===== src/rtl/multiply.sv =====
// Two-stage signed multiplier with elastic handshake and vector framing tags
// (clr on the first element, lst on the last) for a downstream accumulator.
module multiply #(
  parameter int ARGW = 16,
  parameter int RESW = 32,
  parameter int LEN  = 8
) (
  input  logic            clk,
  input  logic            rst,
  input  logic            arg_stb,
  input  logic [ARGW-1:0] arg_dat_a,
  input  logic [ARGW-1:0] arg_dat_b,
  output logic            arg_rdy,
  output logic            res_stb,
  output logic [RESW-1:0] res_dat,
  output logic            res_clr,
  output logic            res_lst,
  input  logic            res_rdy
);

  localparam int IW = (LEN > 1) ? $clog2(LEN) : 1;
  localparam logic [IW-1:0] IDX_LAST = IW'(LEN - 1);

  if (RESW < 2 * ARGW || LEN < 1) begin : g_bad_params
    $error("multiply: need RESW >= 2*ARGW and LEN >= 1");
  end

  logic [2:1]             vld_pipe;
  logic                   adv;
  logic                   acc;
  logic [IW-1:0]          idx;
  logic signed [ARGW-1:0] a1, b1;
  logic                   clr1, lst1;
  logic signed [RESW-1:0] prod;

  // S2 drains when empty or consumed; S1 can take a new pair whenever it
  // is empty or moving into S2 this cycle.
  assign adv     = ~vld_pipe[2] | res_rdy;
  assign arg_rdy = ~vld_pipe[1] | adv;
  assign acc     = arg_stb & arg_rdy;
  assign res_stb = vld_pipe[2];

  // Operands are sign-extended before the multiply so the product is exact.
  assign prod = RESW'(a1) * RESW'(b1);

  always_ff @(posedge clk) begin
    if (rst) begin
      vld_pipe <= '0;
      idx      <= '0;
      a1       <= '0;
      b1       <= '0;
      clr1     <= 1'b0;
      lst1     <= 1'b0;
      res_dat  <= '0;
      res_clr  <= 1'b0;
      res_lst  <= 1'b0;
    end else begin
      if (arg_rdy) begin
        vld_pipe[1] <= acc;
        if (acc) begin
          a1   <= arg_dat_a;
          b1   <= arg_dat_b;
          clr1 <= (idx == '0);
          lst1 <= (idx == IDX_LAST);
          idx  <= (idx == IDX_LAST) ? '0 : idx + 1'b1;
        end
      end
      if (adv) begin
        vld_pipe[2] <= vld_pipe[1];
        if (vld_pipe[1]) begin
          res_dat <= prod;
          res_clr <= clr1;
          res_lst <= lst1;
        end
      end
    end
  end

endmodule


===== config.mk =====
export PLATFORM = sky130hd
export DESIGN_NAME = multiply
export DESIGN_NICKNAME = d
export VERILOG_FILES = /design/src/rtl/multiply.sv
export SDC_FILE = /design/constraint.sdc
export NUM_CORES = 1
export LEC_CHECK = 0
export BUFFER_PORTS_ARGS = -buffer_cell sky130_fd_sc_hd__buf_2
export CAP_MARGIN = 0
export CORE_MARGIN = 5
export CORE_UTILIZATION = 30
export CTS_BUF_LIST = sky130_fd_sc_hd__clkbuf_2 sky130_fd_sc_hd__clkbuf_4 sky130_fd_sc_hd__clkbuf_8
export DETAILED_ROUTE_END_ITERATION = 6
export PLACE_DENSITY = 0.51
export SLEW_MARGIN = 20
export SYNTH_ARGS = -nofsm -noshare
export SYNTH_HDL_FRONTEND = slang
export SYNTH_SLANG_ARGS = --single-unit

===== constraint.sdc =====
create_clock -name clk -period 16.78 [get_ports clk]
set_input_delay 3.356 -clock clk [delete_from_list [all_inputs] [get_ports clk]]
set_output_delay 3.356 -clock clk [all_outputs]
set_load 0.01 [all_outputs]

# ---- After elaboration in Yosys (flattened, before gate mapping)
# Index checks and enable logic that the tools add are counted.
dict set report totals {
  ff_bits 73
}
dict set report classes {
  eq_ne 1
  n_reduce_logical 3
  n_addsub 1
  multipliers 1
  bitwise 5
  muxes 1
}
# cell n
set op_table {}
lappend op_table {{multiplier 16 x 16 -> 32 bit} 1}
lappend op_table {{AND reduction 2 bit} 2}
lappend op_table {{adder 3 x 1 -> 3 bit (second input constant)} 1}
lappend op_table {{== test 3 bit (second input constant)} 1}
lappend op_table {{zero test 3 bit} 1}
lappend op_table {{two-way mux 3 bit} 1}
lappend op_table {{inverter 1 bit} 2}
lappend op_table {{OR 1 bit} 2}
lappend op_table {{AND 1 bit} 1}

# ---- Logic depth before layout (Yosys ltp)
# Gate-level depths: netlist (run 1).
dict set report logic_depth {
  word_depth 5
  mapped_depth 23
  ltp_nobuf 21
}

# ---- Least setup slack after synthesis (run 1)
# Ideal clock, no wire load.
dict set report synth_path {
  kind {in2out}
  start {input res_rdy}
  end {output arg_rdy}
  arrival_time_ps 3708
  path_slack_ps 9716
  path_stages 2
  cell_sequence {nor2b_1 nand2_1}
}
dict set report synth_via {
  elab_chain_cells 2
}
# element line_no
set synth_lines {}
lappend synth_lines {{start, declared} 18} ;# input logic res_rdy
lappend synth_lines {{OR 1 bit} 38} ;# assign adv = ~vld_pipe[2] | res_rdy;
lappend synth_lines {{OR 1 bit} 39} ;# assign arg_rdy = ~vld_pipe[1] | adv;
lappend synth_lines {{end, declared} 13} ;# output logic arg_rdy,
# Every way passes these cells.

# ---- Worst setup path in the final report (run 1)
# Ends and elaborated chain as after synthesis.

==> impl_metrics.yaml, run 1 <==
detailed_routing:
  ant_nets: 0
  drc_errors: 0
  avgRoutedWirePerCell_um: 15.9
  first_pass_iters: 5
  drtIter0Drc: 400
  wl_mm: 31.3
  vias: 9206
  vias_per_cell: 4.69
critical_path:
  critPathMaxStageDelay_ps: 260
  arrival_ps: 4010
  setup.worst_path.start_class: "input pin"
  crit_type: "in -> out"
  required_ps: 13420
  cp_top_family: "simple AND/OR/NAND/NOR gates"
  worst-path-buf-inv: 2
  critPathMaxFanout: 5
  cp_common_cell: "buf_2"
  crit_slowest_cell: "nor2b_1"
  regToRegSetupSlack_ps: 10040
  end_kind: "output port"
  path_cells: "buf_2, nor2b_1, nand2_1, buf_2"
logic_synthesis:
  synth.top_cell.area_share_pct: 42.1
  synth_seq_cells: 73
  synth_area_leader_cell: "fa_1"
  async_flop_share_pct: 0
  synthFlopType: "dfxtp_1"
  synth.area.mux_share_pct: 0.161
  yosysWarnings: 0
  ys_types: 55
  synth_edf_count: 0
  netlist_area_mm2: 0.0125
  synthXorXnorAreaFrac_pct: 1.62
  synth_compound_area_share_pct: 7.97
  synth.top_cells.by_area: "fa_1 (42%), dfxtp_1 (12%), ha_1 (8.5%), inv_1 (8.0%), nand2_1 (7.0%)"
  syn_area_per_cell_um2: 8.90
  synth_top_family_by_area: "adder cells"
  ys_seq_area_share_pct: 11.7
  synthAdderAreaFrac_pct: 50.6
  yosys.area_share.simple_pct: 17.9
  syn_inst: 1400
  synth_nets: 1783
global_routing:
  grt_pass1_vias: 9990
  grt_usage_pct: 14.6
  grt_max_degree: 68
  grt_remaining_overflow: 0
  grt_first_pass_wirelength_mm: 53.6
  antenna_found_initial: 0
placed_design:
  dp_hpwl_mm: 25.5
  place_congestion: 0.814
  port_buffers: 71
clock_network:
  cts.sinks: 73
  clk_pin_slew_ps: 90
  cts.path.max_buffers: 2
  cts-hold-fix-buffers: 0
  cts_resized: 0
  clkLatencyLatePin_ps: 380
  cts_tree: "built"
  htreeDepth: 3
  cts_made_buffers: 9
  post_cts_buffers: 0
  cts.root.buffer_cell: "clkbuf_8"
power:
  internal_power_mw: 0.362
  p_total_mw: 0.648
  swShare_pct: 44.1
  leakage_nw: 6.73
  switching_power_mw: 0.286
  p_per_area_mw_per_mm2: 48.1
  p_comb_share_pct: 45.5
  clkPwrFrac_pct: 21.3
  max-vdd-ir-drop_v: 0.0000357
  pwr-share-seq_pct: 33.2
floorplanning:
  io_pins: 72
  die_y_um: 214
  core_region_area_mm2: 0.0409
  start_util_pct: 30.4
  rows: 74
  dieArea_mm2: 0.0457
  die_w_um: 214
finish:
  fin_util_pct: 32.9
  area_delta_synth_final_pct: 8.10
  fill_cells: 4367
  nets: 1809
  drive_gt1_share_pct: 7.06
  final_common_cell: "inv_1"
  n_antenna_cell: 0
  final_cell_mix: "inv_1 (266), fa_1 (262), nand2_1 (233)"
timing:
  fin_setup_tns_ps: 0
  rsz0062_at_grt: "no"
  fmax_ghz: 0.136
  layout_min_cycle_time_ps: 7370
  fin_crit_sh_pct: 43.9
  tightest_slew_ps: 891
  fin_worst_skew_ps: 18.4
  slew_headroom_pct: 40.5
  final_max_slew_viol_count: 0
  setup_violations: 0
  finalHoldViolCount: 0
job:
  cap_viol_max_count: 0
worst_hold_path:
  min_path_type: "reg -> reg"
status:
  outcome: "finished, final reports clean"
-- cells in the mapped netlist, types with 2 or more instances --
cell	count
nand3_1	18
o31ai_1	3
mux2i_1	2
nand2b_1	8
nor2b_1	4
nor3b_1	2
nor4b_1	3
o21a_1	7
and3_1	2
or3_1	6
inv_1	266
nor2_1	42
nand3b_1	5
clkbuf_1	59
nand4_1	3
a21oi_1	73
a211oi_1	8
and2_1	125
or4_1	2
a21o_1	13
nand2_1	233
fa_1	262
a31oi_1	4
o211ai_1	6
dfxtp_1	73
a21boi_0	3
nor3_1	11
o21bai_1	3
o31a_1	2
xor2_1	5
xnor2_1	18
o21ai_0	21
ha_1	85
buf_1	2
-- state kept, by name, summed over array words and instances, names as in the netlist --
name	flops
b1	16
a1	16
lst1	1
vld_pipe	2
res_clr	1
res_lst	1
res_dat	32
idx	3
clr1	1
-- final cells by class --
class                   instances  area, µm²  area share [%]
inverters                     266        998            7.41
flip-flops and latches         73       1460            10.9
clock buffers                  11        139            1.03
clock inverters                 5       41.3           0.307
multi-input cells             999       9760            72.5
repair buffers                 77        400            2.97
well taps                     532        666            4.94
-- power groups by stage --
stage	combinational, mW	clock [mW]	sequential (mW)
after global placement	0.295	0	0.219
after floorplan	0.216	0	0.201
final	0.295	0.138	0.215
after global routing	0.335	0.149	0.218
after detailed placement	0.295	0	0.219
after CTS	0.301	0.143	0.215
-- worst min-delay path: cells and delay by family, from the launching register on --
| family | cells | cell delay, ps |
|---|---|---|
| AO/OA/AOI/OAI | 1 | 50 |
| flip-flops | 1 | 320 |
| AND/OR/NAND/NOR | 1 | 50 |
-- logic make-up after synthesis --
| kind of cell | count (synthesis) |
|---|---|
| buf+inv | 328 |
| xor+xnor | 23 |
| compound gates | 158 |
| mux | 2 |
| simple gates | 469 |
| fa+ha+maj | 347 |
| flops | 73 |
-- worst paths after layout --
kind              depth (start not counted)               startpoint                  endpoint
setup reg to reg                         16      a1[15]$_SDFFE_PP0P_  res_dat[27]$_SDFFE_PP0P_
hold reg to reg                           2  res_dat[0]$_SDFFE_PP0P_   res_dat[0]$_SDFFE_PP0P_
hold / removal                            2  res_dat[0]$_SDFFE_PP0P_   res_dat[0]$_SDFFE_PP0P_
setup / recovery                          4                  res_rdy                   arg_rdy
-- stage by stage --
step | area [µm²] | cells | hold WS (ps) | worst slack [ps]
finish | 13500 | 1963 | 454 | 9410
CTS | 13500 | 1963 | 460 | 9410
detailed placement | 13300 | 1947 | 442 | 9410
global placement | 13300 | 1947 | 437 | 9420
floorplan | 12500 | 1400 | 432 | 9720
global route | 13500 | 1963 | 476 | 9370
-- metal layers --
layer  GRT usage (%)  vias to the layer above  part of all wire (%)
met4            2.41                        0                   1.4
met2            23.9                      172                    47
met3            2.05                       35                   3.7
met5               0                        -                     0
met1            21.0                     4688                    48
li1                -                     4311                     -
Power figures use the tool's default switching activity.
==> inputs of run 2 (changes only) <==
--- a/config.mk
+++ b/config.mk
@@ -11,7 +11,7 @@
 export CORE_UTILIZATION = 30
 export CTS_BUF_LIST = sky130_fd_sc_hd__clkbuf_2 sky130_fd_sc_hd__clkbuf_4 sky130_fd_sc_hd__clkbuf_8
 export DETAILED_ROUTE_END_ITERATION = 6
-export PLACE_DENSITY = 0.51
+export PLACE_DENSITY = 0.53
 export SLEW_MARGIN = 20
 export SYNTH_ARGS = -nofsm -noshare
 export SYNTH_HDL_FRONTEND = slang
==> constraint.sdc (replaced) <==
create_clock -name clk -period 6.7 [get_ports clk]
set_input_delay 1.34 -clock clk [delete_from_list [all_inputs] [get_ports clk]]
set_output_delay 1.34 -clock clk [all_outputs]
set_load 0.01 [all_outputs]
==> impl_metrics.yaml, run 2 (same netlist as run 1, synthesis figures left out) <==
status:
  outcome: "finished, final reports clean"
critical_path:
  cp_top_family: "adder cells"
  path_cells: "and2_1, fa_1, fa_1, fa_1, fa_1, fa_1, fa_1, ha_1, a21o_1, or4_1, a21oi_1, nand2b_1, o211ai_1, and3_1, o311a_1"
  r2r_start: "b1[3]$_SDFFE_PP0P_"
  arrival_ps: 6680
  worst-path-buf-inv: 0
  rr_worst_depth: 15
  end_kind: "flop"
  regToRegSetupSlack_ps: 320
  crit_type: "reg -> reg"
  critPathMaxStageDelay_ps: 920
  cp_common_cell: "fa_1"
  critPathMaxFanout: 11
  crit_slowest_cell: "fa_1"
  required_ps: 7000
  setup.worst_path.start_class: "flop"
  r2r-end: "res_dat[27]$_SDFFE_PP0P_"
timing:
  layout_min_cycle_time_ps: 6380
  tightest_slew_ps: 796
  fin_worst_skew_ps: 21.5
  final_max_slew_viol_count: 0
  fin_setup_tns_ps: 0
  holdWs_ps: 445
  fin_crit_sh_pct: 95.2
  slew_headroom_pct: 46.8
  rsz0062_at_grt: "no"
  fmax_ghz: 0.157
  setup_violations: 0
  finalHoldViolCount: 0
clock_network:
  htreeDepth: 3
  cts_tree: "built"
  clk_pin_slew_ps: 100
  clkLatencyLatePin_ps: 400
  post_cts_buffers: 0
  cts-hold-fix-buffers: 0
  cts.root.buffer_cell: "clkbuf_8"
  cts.path.max_buffers: 2
  cts_made_buffers: 9
  cts.sinks: 73
global_routing:
  grt_remaining_overflow: 0
  antenna_found_initial: 0
  grt_first_pass_wirelength_mm: 55.8
  grt_usage_pct: 15.6
  grt_pass1_vias: 9931
  grt_max_degree: 42
worst_hold_path:
  min_path_cells: 2
  min_path_type: "reg -> reg"
  min_from: "lst1$_SDFFE_PP0P_"
  min_to: "res_lst$_SDFFE_PP0P_"
detailed_routing:
  vias: 9372
  drc_errors: 0
  drtIter0Drc: 508
  ant_nets: 0
  wl_mm: 34.1
  avgRoutedWirePerCell_um: 17.1
  first_pass_iters: 5
  vias_per_cell: 4.71
finish:
  nets: 1837
  final_common_cell: "inv_1"
  drive_gt1_share_pct: 8.98
  largest_reg_flops: 32
  area_delta_synth_final_pct: 10.1
  regMostFlops: "res_dat"
  n_antenna_cell: 0
  reg_top3: "res_dat x32, a1 x16, b1 x16"
  final_cell_mix: "inv_1 (266), fa_1 (262), nand2_1 (233)"
power:
  leakage_nw: 6.89
  max-vdd-ir-drop_v: 0.000111
  p_per_area_mw_per_mm2: 126
floorplanning:
  rows: 74
  io_pins: 72
  dieArea_mm2: 0.0457
  die_y_um: 214
  start_util_pct: 30.4
  die_w_um: 214
  core_region_area_mm2: 0.0409
placed_design:
  port_buffers: 71
  place_congestion: 0.889
  dp_hpwl_mm: 28.5
job:
  cap_viol_max_count: 0
run 2: cell types whose count changed in the layout (fill, tap and decap cells not counted), moves of 2 or more:
cell and change:
buf_4 +28, dfxtp_1 -3, dfxtp_2 +3, bufinv_16 +2, clkbuf_4 -2, clkinv_4 -2
run 2: per-stage QoR:
step	setup slack [ps]	instance area, µm²	std cells	total power, mW	utilization, %
after floorplan	725	12500	1400	1.04	-
after global placement	202	13500	1975	1.32	33.0
after detailed placement	195	13500	1975	1.32	33.0
after CTS	154	13700	1990	1.75	33.5
after global routing	83.5	13700	1990	1.86	33.5
final	323	13700	1990	1.73	33.5
run 2: area by class of cell:
| type | instances | area, µm² |
|---|---|---|
| clock inverters | 6 | 90.1 |
| inverters | 266 | 998 |
| well taps | 532 | 666 |
| fillers | 4327 | 27200 |
| repair buffers | 105 | 611 |
| clock buffers | 9 | 124 |
| multi-input cells | 999 | 9760 |
| flip-flops and latches | 73 | 1470 |
run 2: worst min-delay path, delay by kind of cell, from the launching register on:
family             cells  cell delay, ps
and+or+nand+nor        1              50
AOI/OAI and AO/OA      1              50
DFF                    1             310
run 2: how the worst max path moves through the flow:
stage | slack [ps] | endpoint | start | cells past startpoint
6_report | 320 | res_dat[27]$_SDFFE_PP0P_ | b1[3]$_SDFFE_PP0P_ | 15
3_5_place_dp | 200 | res_dat[31]$_SDFFE_PP0P_ | b1[7]$_SDFFE_PP0P_ | 18
4_1_cts | 150 | res_dat[31]$_SDFFE_PP0P_ | b1[7]$_SDFFE_PP0P_ | 18
5_1_grt | 80 | res_dat[26]$_SDFFE_PP0P_ | a1[12]$_SDFFE_PP0P_ | 19
2_1_floorplan | 730 | res_dat[27]$_SDFFE_PP0P_ | a1[15]$_SDFFE_PP0P_ | 17
3_3_place_gp | 200 | res_dat[31]$_SDFFE_PP0P_ | b1[7]$_SDFFE_PP0P_ | 18
run 2: per-layer routing:
metal  vias up  wire, µm  GRT usage, %
met3        27      1330          2.30
met2       183     16600          26.2
met1      4799     15800          22.1
met4         0       355          1.80
met5         -         0             0
li1       4363         -             -
run 2: power breakdown:
part	leakage [nW]	internal, mW	total (mW)	switching (mW)
clock network	0.106	0.210	0.421	0.211
logic	6.19	0.312	0.785	0.473
registers	0.599	0.464	0.522	0.0575
total	6.89	0.986	1.73	0.742
run 2: what timing repair did:
action / CTS / global route
hold endpoints to repair: 0 / 0
resized for setup: 0 / 4
setup endpoints to repair: 0 / 2
